<file path="config.mk">
export PLATFORM = sky130hd
export DESIGN_NAME = pwm_deadtime_nch
export DESIGN_NICKNAME = d
export VERILOG_FILES = /design/src/rtl/pwm_pkg.sv /design/src/rtl/pwm_dt_channel.sv /design/src/rtl/pwm_deadtime_nch.sv
export SDC_FILE = /design/constraint.sdc
export NUM_CORES = 1
export LEC_CHECK = 0
export CORE_MARGIN = 3
export CORE_UTILIZATION = 59
export DETAILED_ROUTE_END_ITERATION = 10
export GPL_TIMING_DRIVEN = 1
export PLACE_DENSITY = 0.79
export SYNTH_ARGS = -nofsm -noshare
export SYNTH_HDL_FRONTEND = slang
export SYNTH_SLANG_ARGS = --single-unit
</file>
<file path="constraint.sdc">
create_clock -name clk -period 5.8 [get_ports clk]
set_clock_uncertainty 0.15 [all_clocks]
set_input_delay 1.16 -clock clk [delete_from_list [all_inputs] [get_ports clk]]
set_output_delay 1.16 -clock clk [all_outputs]
set_load 0.03 [all_outputs]
</file>
<file path="src/rtl/pwm_pkg.sv">
// Shared state encoding and elaboration-time helpers for the N-channel deadtime PWM.
package pwm_pkg;

   typedef enum logic [2:0] {
      StOff = 3'd0,
      StHi  = 3'd1,
      StLo  = 3'd2,
      StDhi = 3'd3,
      StDlo = 3'd4
   } ch_state_e;

   function automatic int unsigned clog2(input int unsigned value);
      int unsigned res;
      res = 0;
      for (int unsigned i = 0; i < 32; i++) begin
         if ((64'd1 << i) < 64'(value)) res = i + 1;
      end
      return (res == 0) ? 1 : res;
   endfunction

   // Carrier offset of channel k; always strictly below the period.
   function automatic int unsigned phase_offset(input int unsigned k,
                                                input int unsigned n,
                                                input int unsigned period,
                                                input int unsigned interleave);
      return (interleave != 0) ? k * (period / n) : 0;
   endfunction

endpackage

</file>
<file path="src/rtl/pwm_dt_channel.sv">
// One complementary gate pair: deadtime FSM with dead counter and registered gate decodes.
module pwm_dt_channel
   import pwm_pkg::*;
#(
   parameter int unsigned DTW = 6
) (
   input  logic           clk_i,
   input  logic           rst_i,
   input  logic           en_i,
   input  logic           raw_i,
   input  logic [DTW-1:0] dt_sh_i,
   output logic           t1_o,
   output logic           t2_o
);

   ch_state_e      state_q;
   logic [DTW-1:0] dc_q;
   logic           t1_q;
   logic           t2_q;

   always_ff @(posedge clk_i or posedge rst_i) begin
      if (rst_i) begin
         state_q <= StOff;
         dc_q    <= '0;
         t1_q    <= 1'b0;
         t2_q    <= 1'b0;
      end else begin
         // Gates follow the state one cycle late, but drop at once when disabled.
         t1_q <= en_i && (state_q == StHi);
         t2_q <= en_i && (state_q == StLo);
         if (!en_i) begin
            state_q <= StOff;
         end else begin
            unique case (state_q)
               StOff: begin
                  state_q <= raw_i ? StDhi : StDlo;
                  dc_q    <= dt_sh_i;
               end
               StLo: begin
                  if (raw_i) begin
                     state_q <= (dt_sh_i == '0) ? StHi : StDhi;
                     dc_q    <= dt_sh_i;
                  end
               end
               StHi: begin
                  if (!raw_i) begin
                     state_q <= (dt_sh_i == '0) ? StLo : StDlo;
                     dc_q    <= dt_sh_i;
                  end
               end
               StDhi: begin
                  if (!raw_i) begin
                     state_q <= StDlo;
                     dc_q    <= dt_sh_i;
                  end else if (dc_q <= DTW'(1)) begin
                     state_q <= StHi;
                  end else begin
                     dc_q <= dc_q - DTW'(1);
                  end
               end
               StDlo: begin
                  if (raw_i) begin
                     state_q <= StDhi;
                     dc_q    <= dt_sh_i;
                  end else if (dc_q <= DTW'(1)) begin
                     state_q <= StLo;
                  end else begin
                     dc_q <= dc_q - DTW'(1);
                  end
               end
               default: state_q <= StOff;
            endcase
         end
      end
   end

   assign t1_o = t1_q;
   assign t2_o = t2_q;

   no_shoot_through: assert property (@(posedge clk_i) disable iff (rst_i) !(t1_q && t2_q));

endmodule

</file>
<file path="src/rtl/pwm_deadtime_nch.sv">
// N-channel complementary PWM: shared carrier, shadowed duty/deadtime, interleaved phases.
module pwm_deadtime_nch
   import pwm_pkg::*;
#(
   parameter int unsigned N          = 2,
   parameter int unsigned W          = 10,
   parameter int unsigned PERIOD     = 1000,
   parameter int unsigned DTW        = 6,
   parameter int unsigned INTERLEAVE = 1
) (
   input  logic             clk,
   input  logic             rst,
   input  logic             en,
   input  logic [N*W-1:0]   d,
   input  logic [DTW-1:0]   dt,
   output logic [N-1:0]     T1,
   output logic [N-1:0]     T2,
   output logic             sync
);

   localparam logic [W-1:0] CntMax  = W'(PERIOD - 1);
   localparam logic [W:0]   PeriodW = (W + 1)'(PERIOD);

   logic [W-1:0]   cnt_q, cnt_d;
   logic [N*W-1:0] d_sh_q;
   logic [DTW-1:0] dt_sh_q;
   logic           live_q;
   logic           load;
   logic [N-1:0]   raw;

   always_comb begin
      cnt_d = '0;
      if (en && (cnt_q != CntMax)) cnt_d = cnt_q + W'(1);
   end

   // Shadows track the inputs while idle so the first enabled period uses fresh values.
   assign load = !en || (cnt_q == CntMax);

   always_ff @(posedge clk or posedge rst) begin
      if (rst) begin
         cnt_q   <= '0;
         d_sh_q  <= '0;
         dt_sh_q <= '0;
         live_q  <= 1'b0;
      end else begin
         cnt_q  <= cnt_d;
         live_q <= 1'b1;
         if (load) begin
            d_sh_q  <= d;
            dt_sh_q <= dt;
         end
      end
   end

   // live_q keeps sync low while reset is asserted, even with en high.
   assign sync = en && live_q && (cnt_q == '0);

   for (genvar k = 0; k < N; k++) begin : g_ch
      localparam logic [W:0] Off =
         (W + 1)'(phase_offset(unsigned'(k), N, PERIOD, INTERLEAVE));

      logic [W:0]   sum;
      logic [W-1:0] ph;

      assign sum    = {1'b0, cnt_q} + Off;
      assign ph     = (sum >= PeriodW) ? W'(sum - PeriodW) : sum[W-1:0];
      assign raw[k] = (ph < d_sh_q[k*W +: W]);

      pwm_dt_channel #(
         .DTW (DTW)
      ) u_ch (
         .clk_i   (clk),
         .rst_i   (rst),
         .en_i    (en),
         .raw_i   (raw[k]),
         .dt_sh_i (dt_sh_q),
         .t1_o    (T1[k]),
         .t2_o    (T2[k])
      );
   end

endmodule

</file>
# Word-level counts from Yosys, hierarchy flattened
# Cells that the tools add are included.
# W data, S select, Z words.
# classes
order_cmp	6
add_sub_neg	6
eq_ne	22
n_reduce_logical	19
muxes	35
# ops
cell	n
$mux W6	10
$pmux W6 S5	2
$mux W3	17
$mux W10	3
$pmux W3 S5	2
$lt A10 B10 Y1	2
$sub A10 B10 Y10 const B	2
$reduce_and A4 Y1	4
$eq A3 B2 Y1 const B	4
$le A6 B1 Y1 const B	2
$sub A6 B1 Y6 const B	2
$add A10 B9 Y11 const B	1
$ge A11 B10 Y1 const B	1
$add A10 B1 Y10 const B	1
$eq A10 B10 Y1 const B	1
$ge A10 B10 Y1 const B	1
$logic_not A10 Y1	1
$ne A10 B10 Y1 const B	1
$reduce_bool A5 Y1	2
$ne A4 B2 Y1 const B	2
$ne A4 B4 Y1 const B	2
$logic_and A1 B1 Y1	7
$eq A3 B1 Y1 const B	2
$eq A3 B3 Y1 const B	2
9 further kinds	14
# word_totals
regBits	59
wordCells	100

# Logic depth before layout (Yosys ltp)
# logic_depth
word_depth	7
mapped_depth	21
depth_no_buf	19

# Cells and area by module
# From an unflattened synthesis, not the netlist that was laid out.
# unflattened
hier_cells	475
hier_area_um2	4250.3
# by_module_without_submodules
mod	cells_each	area_per_inst_um2	seq_area_each_um2	n_inst
pwm_deadtime_nch	291	2628.8	925.9	1
pwm_dt_channel	92	810.8	275.3	2

# Least setup slack after synthesis
# Ideal clock, no wire load.
# synth_path
kind	register -> register
start	register cnt_q[4]
end	register g_ch[1].u_ch.dc_q[0]
arrival_time_ns	3.885
path_buffers	2
synth_period_minus_slack_ns	4.156
setup_time_ns	0.121
path_stages_with_launch	19
slack_ns	1.644
cell_sequence	dfrtp_1 > buf_2 > inv_1 > ha_1 > a2111o_1 > nor3_2 > o2111ai_2 > a22oi_4 > nand2_2 > xnor2_1 > ha_1 > a21oi_1 > o21ai_1 > nor4b_1 > o21ai_0 > nand3_1 > clkbuf_1 > o21ai_0 > a22o_1
# synth_between
elab_chain_len	6
# synth_rtl
element	line_no	rtl
start: declaration	pwm_deadtime_nch.sv:24	logic [W-1:0] cnt_q, cnt_d;
start signal: assignment	pwm_deadtime_nch.sv:46	cnt_q <= cnt_d;
$add A10 B9 Y11 (*)	pwm_deadtime_nch.sv:65	assign sum = {1'b0, cnt_q} + Off;
$sub A10 B10 Y10 / $ge A11 B10 Y1 (equally long branches)	pwm_deadtime_nch.sv:66	assign ph = (sum >= PeriodW) ? W'(sum - PeriodW) : sum[W-1:0];
$mux W10 (*)	pwm_deadtime_nch.sv:66	
$lt A10 B10 Y1 (*)	pwm_deadtime_nch.sv:67	assign raw[k] = (ph < d_sh_q[k*W +: W]);
$mux W6 (tied with other cells)	pwm_dt_channel.sv:62	if (raw_i) begin
$pmux W6 S5 / $reduce_and A4 Y1 (equally long branches)	n/a	
end signal: assignment	pwm_dt_channel.sv:37	dc_q <= dt_sh_i;
end signal: assignment	pwm_dt_channel.sv:64	dc_q <= dt_sh_i;
end signal: assignment	pwm_dt_channel.sv:68	dc_q <= dc_q - DTW'(1);
end: declaration	pwm_dt_channel.sv:17	logic [DTW-1:0] dc_q;
# Mark *: on every way between the ends. The rest lies on a longest branch, timed or not.
# A chain may end at the register's enable or synchronous reset.

# Worst setup path in the final report
# layout_path
start	register cnt_q[4]
end	register g_ch[1].u_ch.dc_q[1]
# Same word-level chain as after synthesis.

==> results_dict.tcl <==
set metrics [dict create \
    floorplan.rows 29 \
    cap_viol_max_count 0 \
    io_buffers 33 \
    r2r_end "g_ch[1].u_ch.dc_q[1]" \
    yosysTopAreaCell "dfrtp_1" \
    placed_cells 562 \
    grt_max_degree 60 \
    synth_edf_count 0 \
    gp_congestion 0.867 \
    fin_tns_setup_ns 0 \
    synthArstFlopShare_pct 100 \
    finalMaxSlewViolations 0 \
    postCtsHoldBufs 0 \
    fin_crit_ns 4.73 \
    setup_ws_ns 1.07 \
    critPathTopFamily "compound AO/OA/AOI/OAI gates" \
    startpoint_type "flip-flop" \
    yosys.cell_types.count 66 \
    dp_slack_ns 1.17 \
    cts_tree "done" \
    clkLatencyLatePin_ns 0.34 \
    drt_pass1_iterations 5 \
    finalNonFillerCells 573 \
    core_area_sq_um 6530 \
    grt_util_all_layers_pct 24.1 \
    synth.net_count 536 \
    antenna_cells 0 \
    drt-initial-drc-count 323 \
    fillers 519 \
    ff2ff_path_depth 15 \
    slowest_stage "dfrtp_1" \
    path_class "reg2reg" \
    drive_above_1_share_pct 7.06 \
    clk_transition_reported_paths_ns 0.06 \
    ys_top_cells_by_area "dfrtp_1, ha_1, o21ai_0, nand2_1, inv_1" \
    cts.htree.levels 3 \
    vdd_drop_max_mv 0.259 \
    die_x_microns 89.4 \
    worst_pin_slew_ns 0.956 \
    area_delta_synth_final_pct 10.9 \
    slew_headroom_pct 36.3 \
    synth-seq-cells 59 \
    drc_errors 0 \
    finalHoldViolations 0 \
    cts_buffer_depth 2 \
    critPathBufInv 1 \
    period_share_pct 81.6 \
    leakage_nw 2.07 \
    yosysWarningCount 0 \
    die_h_microns 89.4 \
    syn_avg_cell_area_sq_um 8.64 \
    via_count 3419 \
    grt_antenna_before_repair 0 \
    final_antenna_net_count 0 \
    fmax_mhz 211 \
    rr_startpoint "cnt_q[4]" \
    cp_slowest_stage_delay_ns 0.64 \
    crit_fanout 14 \
    num-nets-final 557 \
    clockRootBuffer "clkbuf_8" \
    ys_seq_area_share_pct 36.0 \
    cts_buffers 9 \
    gr-total-overflow 0 \
    hpwl_microns 6470 \
    regToRegSetupSlack_ns 1.07 \
    min_from "d_sh_q[10]" \
    rsz0062_at_grt "no" \
    critPathCaptureType "flip-flop" \
    ioPinCount 34 \
    crit_arrival_ns 4.84 \
    holdPathEnd "d_sh_q[10]" \
    cts_resized 0 \
    crit_required_ns 5.90 \
    power_density_nw_per_um2 275 \
    synth_area_sq_um 4100 \
    grt_pass1_vias 3134 \
    start_util_pct 62.8 \
    die-area_sq_um 7990 \
    yosysTopAreaCellShare_pct 36.0 \
    cts_setup_buffers 0 \
    synthFlopType "dfrtp_1" \
    cts.sinks 59 \
    status "complete, no violations" \
    wirelength_microns 8940 \
    hold_path_class "reg2reg" \
    grt_pass1_wl_microns 14700 \
    routed_via_density 5.97 \
    hold_path_depth 1 \
    setup_viol 0 \
    avgRoutedWirePerCell_microns 15.6 \
    syn_inst 475 \
    crit_chain "inv_1 -> ha_1 -> a2111o_1 -> nor3_2 -> o2111ai_2 -> a22oi_4 -> xnor2_1 -> ha_1 -> a21o_1 -> a21oi_1 -> o221ai_1 -> a21oi_1 -> nor4b_1 -> o21ai_0 -> a31oi_1" \
]
[cell type report]
cell class | count | area (sq um) | area share, %
Multi-Input combinational cell | 343 | 2300 | 50.5
Timing Repair Buffer | 38 | 368 | 8.09
Clock inverter | 1 | 5.00 | 0.110
Sequential cell | 59 | 1480 | 32.5
Inverter | 45 | 169 | 3.71
Tap cell | 77 | 96.3 | 2.12
Clock buffer | 10 | 138 | 3.03
[power breakdown]
| part | internal (mW) | total, mW | switching (mW) | leakage (nW) |
|---|---|---|---|---|
| combinational | 0.171 | 0.387 | 0.216 | 1.25 |
| clock | 0.154 | 0.303 | 0.150 | 0.0758 |
| sequential | 0.482 | 0.559 | 0.0773 | 0.737 |
[Yosys cell counts, types with 3 or more instances]
cell and n:
xor2_1 7, nor3_1 10, o22ai_1 6, o2bb2ai_1 4
and3_1 4, clkbuf_1 9, nor2_1 37, nor2b_1 7
ha_1 32, a31oi_1 4, mux2_2 6, a22o_1 5
nand2b_1 5, dfrtp_1 59, buf_4 8, nor4_1 6
a21o_1 4, nand2_1 49, buf_2 7, mux2_1 3
mux2i_1 7, o21a_1 5, a21oi_1 22, inv_1 44
or3_1 4, nand3_1 14, o21ai_0 38, xnor2_1 11
nand4_1 8
[metrics by stage]
stage | instance area, sq um | util, % | power, mW | hold slack, ns
5_1_grt | 4550 | 69.7 | 1.33 | 0.358
3_5_place_dp | 4410 | 67.5 | 0.946 | 0.330
3_3_place_gp | 4410 | 67.5 | 0.929 | 0.320
4_1_cts | 4550 | 69.7 | 1.25 | 0.343
6_report | 4550 | 69.7 | 1.25 | 0.345
2_1_floorplan | 4100 | - | 0.845 | 0.309
[metal layers]
metal / up-vias / part of all wire [%] / wire, microns / track usage [%]
met1: 1624 / 47 / 4220 / 34.3
met2: 91 / 45 / 4060 / 36.5
met5: - / 0 / 0 / 0
met4: 0 / 1.9 / 172 / 10.1
li1: 1689 / - / - / -
met3: 15 / 5.4 / 482 / 3.59
[flip-flops by register name, indices dropped and copies added, names as in the netlist]
signal / flops
d_sh_q: 20
g_ch.u_ch.dc_q: 12
cnt_q: 10
dt_sh_q: 6
g_ch.u_ch.state_q: 6
g_ch.u_ch.t1_o: 2
g_ch.u_ch.t2_o: 2
live_q: 1
[cell families (layout without fill, tap and decap cells)]
kind of cell,count (synthesis),after routing,share of synthesized area [%]
AO/OA/AOI/OAI,115,115,18.8
adder cells (fa/ha/maj),32,32,9.76
other,1,1,0.0914
AND/OR/NAND/NOR,161,161,19.3
XOR/XNOR,18,18,3.84
buffers and inverters,73,94,8.02
flip-flops,59,59,36.0
multiplexers,16,16,4.18
[worst max-delay path by stage]
stage	start	slack [ns]	end	cells past startpoint
2_1_floorplan	cnt_q[4]	1.64	g_ch[1].u_ch.dc_q[0]	18
3_3_place_gp	cnt_q[4]	1.36	g_ch[1].u_ch.dc_q[1]	15
3_5_place_dp	cnt_q[4]	1.17	g_ch[1].u_ch.dc_q[1]	15
4_1_cts	cnt_q[4]	1.15	g_ch[1].u_ch.dc_q[1]	15
5_1_grt	cnt_q[4]	0.73	g_ch[1].u_ch.dc_q[1]	15
6_report	cnt_q[4]	1.07	g_ch[1].u_ch.dc_q[1]	15
[cells in the final DEF, fill, tap and decap left out, types with 3 or more instances in the layout]
master | netlist | routed
nor2_1 | 37 | 37
a21o_1 | 4 | 4
o2bb2ai_1 | 4 | 4
xnor2_1 | 11 | 11
mux2_2 | 6 | 6
nor3_1 | 10 | 10
mux2_1 | 3 | 3
inv_1 | 44 | 43
o21ai_0 | 38 | 38
xor2_1 | 7 | 7
o21a_1 | 5 | 5
nand2b_1 | 5 | 5
o22ai_1 | 6 | 6
ha_1 | 32 | 32
nand4_1 | 8 | 8
or3_1 | 4 | 4
mux2i_1 | 7 | 7
nand2_1 | 49 | 49
clkbuf_8 | 0 | 10
clkdlybuf4s50_1 | 0 | 33
a21oi_1 | 22 | 22
buf_4 | 8 | 5
a31oi_1 | 4 | 4
nand3_1 | 14 | 14
nor2b_1 | 7 | 7
a22o_1 | 5 | 5
nor4_1 | 6 | 6
dfrtp_1 | 59 | 59
and3_1 | 4 | 4
[worst register-to-register path: cells and delay by family, from the launching register on]
family / cells / cell delay [ns]
AOI/OAI and AO/OA: 9 / 2.39
DFF: 1 / 0.64
and+or+nand+nor: 2 / 0.57
adders and majority gates: 2 / 0.54
buffers and inverters: 1 / 0.19
xor gates and xnor gates: 1 / 0.17
(Power assumes the default switching activity.)
==> edit 1 (config.mk and constraints unchanged) <==
Compare `cnt_q` against `CntMax` with >= in place of ==.
--- a/src/rtl/pwm_deadtime_nch.sv
+++ b/src/rtl/pwm_deadtime_nch.sv
@@ -34,7 +34,7 @@
    end
 
    // Shadows track the inputs while idle so the first enabled period uses fresh values.
-   assign load = !en || (cnt_q == CntMax);
+   assign load = !en || (cnt_q >= CntMax);
 
    always_ff @(posedge clk or posedge rst) begin
       if (rst) begin
Function: same outputs for any inputs over 10 cycles, from zero or initial values and one cycle with rst high; that may be too few to reach the edited logic, so the function may still have changed.
==> edit 1 against the original RTL <==
  * Total power is 6.8% lower
  * Maximum frequency is 9.0% lower
  * Area after synthesis is 3.6% lower
  * Wire length is 5.5% lower
  * Combinational power is 29% lower
  * Sequential cell count stayed put
  * Final area is 1.8% lower
  * Final cell count is 4.0% lower
  * Setup slack worse by 470 ps
  * Critical path depth is 1 higher
==> edit 1: results (changes against the original RTL) <==
detailed_routing:
  drt-initial-drc-count: 191  # -41%
  wire_per_inst_um: 15.4  # -1.5%
  vias_per_cell: 5.85  # -1.9%
  drtAntennaViolNets: 0  # unchanged
  drtPass1Iterations: 4  # -1
  vias: 3220  # -5.8%
global_routing:
  grt_use_total_pct: 24.3  # +0.19 points
  grt_max_degree: 60  # unchanged
  grt_first_pass_wirelength_um: 14600  # -0.52%
timing:
  tightest_slew_ps: 749  # -207 ps
  min_period_ps: 5200  # +470 ps
place:
  io_buffers: 33  # unchanged
  placed_cell_area_um2: 4280  # -2.9%
  dp_slack_ps: 718  # -453 ps
  gp_congestion: 0.847  # -2.3%
  dp_cells: 534  # -5.0%
  dp_hpwl_um: 6020  # -6.9%
finish:
  drive_gt1_share_pct: 8.25  # +1.2 points
  reg_top3: "d_sh_q x20, g_ch.u_ch.dc_q x12, cnt_q x10"
synthesis:
  synth_area_leaders: "dfrtp_1 (37%), ha_1 (10%), o21ai_0 (4.8%)"
  yosys.cell_types.count: 61  # -7.6%
  synthTopCellsByCount: "dfrtp_1 (59), inv_1 (42), nand2_1 (39)"
  syn_nets: 505  # -5.8%
  syn_inst: 444  # -6.5%
  synth_top_area_share_pct: 37.3  # +1.3 points
  yosysSeqAreaShare_pct: 37.3  # +1.3 points
worst_setup_path:
  path_delay_family: "compound AO/OA/AOI/OAI gates"
  cpMaxStageDelayCell: "dfrtp_1"
  crit_fanout: 17  # +3
  rr_worst_depth: 16  # +1
  critPathMaxStageDelay_ps: 660  # +20 ps
  cp.arrival_ps: 5310  # +470 ps
clock_tree:
  h-tree-depth: 3  # unchanged
  cts_buffers: 9  # unchanged
  clkTransAtPathRegs_ps: 70
  clockRootBuffer: "clkbuf_8"
pwr:
  vdd_drop_max_v: 0.000136  # -48%
  p_leak_nw: 1.98  # -4.0%
status:
  outcome: "finished, final reports clean"
worst_hold_path:
  min_path_cells: 2  # +1
-- edit 1: cells by family (layout without fill, tap and decap cells) --
kind of cell | after synthesis | count (layout) | share of synthesized area [%]
simple gates | 146 | 146 | 19.4
compound gates | 104 | 104 | 16.5
buf+inv | 66 | 95 | 7.37
flops | 59 | 59 | 37.3
fa+ha+maj | 32 | 32 | 10.1
xor+xnor | 18 | 18 | 3.98
mux | 18 | 18 | 5.19
other cells | 1 | 1 | 0.0948
-- edit 1: per-layer routing --
metal / global-route usage (%) / part of all wire [%] / wire length, um
met5: 0 / 0 / 0
met3: 4.70 / 4.4 / 372
met4: 13.9 / 2.8 / 239
met2: 37.7 / 47 / 3960
met1: 31.6 / 46 / 3870
-- edit 1: final cells by class --
cell class                      instances  area (um2)
Clock buffer                           14         153
Clock inverter                          2        35.0
Fill cell                             477        1960
Inverter                               42         158
Multi-Input combinational cell        319        2190
Sequential cell                        59        1480
Tap cell                               77        96.3
Timing Repair Buffer                   37         360
-- edit 1: worst paths after layout --
path	from	endpoint	slack, ps
setup / recovery	cnt_q[4]	g_ch[1].u_ch.dc_q[5]	600
hold / removal	g_ch[1].u_ch.dc_q[4]	g_ch[1].u_ch.dc_q[4]	360
setup reg to reg	cnt_q[4]	g_ch[1].u_ch.dc_q[5]	600
hold reg to reg	g_ch[1].u_ch.dc_q[4]	g_ch[1].u_ch.dc_q[4]	360
max in group asynchronous	rst	d_sh_q[10]	3840
min in group asynchronous	rst	g_ch[1].u_ch.dc_q[4]	1190
-- edit 1: power by group --
part | internal, mW | switching [mW] | leakage (nW) | total (mW)
clock network | 0.210 | 0.160 | 0.0947 | 0.370
registers | 0.467 | 0.0516 | 0.740 | 0.518
logic | 0.118 | 0.158 | 1.15 | 0.276
total | 0.795 | 0.370 | 1.98 | 1.16
==> edit 2 (same settings) <==
Without the edit above. Set the parameter `N` to 1 (it was 2).
--- a/src/rtl/pwm_deadtime_nch.sv
+++ b/src/rtl/pwm_deadtime_nch.sv
@@ -2,7 +2,7 @@
 module pwm_deadtime_nch
    import pwm_pkg::*;
 #(
-   parameter int unsigned N          = 2,
+   parameter int unsigned N          = 1,
    parameter int unsigned W          = 10,
    parameter int unsigned PERIOD     = 1000,
    parameter int unsigned DTW        = 6,
Interface: changed (resized T1, T2 and d); port bits go from 34 to 22. No check against the original RTL was run, so the function may have changed too.
==> edit 2 against the original RTL <==
  * Setup slack better by 430 ps
  * First-iteration DRC count down 43%
  * Sequential cell count down 21
  * Total power down 44%
  * Sequential share of layout area up 3.5 points
  * Area after synthesis down 44%
  * Synthesized cell count down 46%
  * Sequential power down 41%
  * Wire length down 49%
  * Final area down 42%
  * Count of clock-buffer cells in the layout down 2
  * Global-route usage down 0.66 points
  * Critical path type is now input pin to output port
==> edit 2: results (changes against the original RTL) <==
status:
  outcome: "finished, final reports clean"
worst_hold_path:
  min_to: "d_sh_q[0]"
  min_from: "d_sh_q[0]"
  min_path_cells: 2  # +1
clock_tree:
  clock_latency_ps: 290  # -50 ps
  cts_buffers: 5  # -4
worst_setup_path:
  path_delay_family: "buffers and inverters"
  worst_r2r_startpoint: "cnt_q[5]"
  r2r_slack_ps: 2120  # +1050 ps
  cp.arrival_ps: 3000  # -1840 ps
  critPathMaxStageDelay_ps: 740  # +100 ps
  cpMaxStageDelayCell: "clkdlybuf4s50_1"
place:
  io_buffers: 21  # -36%
  gp_congestion: 0.873  # +0.77%
  placed_cell_area_um2: 2540  # -42%
detailed_routing:
  vias_per_cell: 5.65  # -5.2%
  drtPass1Iterations: 4  # -1
  wirelength_um: 4560  # -49%
global_routing:
  grt_max_degree: 39  # -35%
  first_global_vias: 1843  # -41%
  grt_use_total_pct: 23.4  # -0.66 points
  grt_first_pass_wirelength_um: 8080  # -45%
finish:
  drive_gt1_share_pct: 6.12  # -0.94 points
  reg_top3: "cnt_q x10, d_sh_q x10"
pwr:
  vdd_drop_max_v: 0.000174  # -33%
synthesis:
  yosysSeqAreaShare_pct: 41.7  # +5.7 points
  syn_nets: 289  # -46%
  yosys.cell_types.count: 45  # -32%
timing:
  timing.hold.ws_ps: 324  # -20.5 ps
-- edit 2: cell count changes after synthesis, moves of 7 or more --
| cell | change |
|---|---|
| buf_4 | -7 |
| a21oi_1 | -14 |
| inv_1 | -28 |
| ha_1 | -17 |
| nor3_1 | -7 |
| nor2_1 | -18 |
| dfrtp_1 | -21 |
| o21ai_1 | +8 |
| nand3_1 | -9 |
| o21ai_0 | -32 |
-- edit 2: per-stage QoR --
step                cells  setup slack (ps)
finish                324              1490
global route          324              1360
CTS                   324              1500
detailed placement    316              1510
global placement      316              1540
floorplan             255              2060
-- edit 2: layer usage --
layer / vias to the layer above / share of wire [%] / global-route usage [%]
li1: 926 / - / -
met1: 863 / 48 / 30.9
met2: 34 / 45 / 38.0
met3: 9 / 4.7 / 4.43
met4: 0 / 1.7 / 8.93
met5: - / 0 / 0
-- edit 2: area by class of cell --
type	count	area [um2]
repair buffers	23	225
flip-flops and latches	38	951
clock buffers	8	110
fillers	264	875
well taps	46	57.6
inverters	16	60.1
multi-input cells	193	1240
-- edit 2: worst max-delay path by stage --
stage	start	end	slack (ps)	cells after the start
5_1_grt	en	sync	1360	4
6_report	en	sync	1490	4
4_1_cts	en	sync	1500	4
2_1_floorplan	en	sync	2060	3
3_5_place_dp	en	sync	1510	4
3_3_place_gp	en	sync	1540	4
-- edit 2: kinds of logic after synthesis --
group | after synthesis | synth area share (%)
AO/OA/AOI/OAI | 50 | 15.0
XOR/XNOR | 8 | 3.07
buffers and inverters | 24 | 4.28
AND/OR/NAND/NOR | 111 | 23.9
multiplexers | 8 | 3.68
other | 1 | 0.164
flip-flops | 38 | 41.7
adder cells (fa/ha/maj) | 15 | 8.23
-- edit 2: where the power goes --
part           switching, mW  internal (mW)
clock network         0.0903          0.120
registers             0.0350          0.294
logic                 0.0858         0.0721
total                  0.211          0.486
-- edit 2: worst reg2reg max path: stages, from the launching register on --
cell	delay, ps
dfrtp_1	460
and3_1	240
nand3_1	210
a21o_1	260
nor2_1	180
nor2b_1	80
ha_1	290
a41oi_1	240
nor3_2	100
nor3_4	510
mux2i_2	520
mux2i_1	240
o22ai_1	90
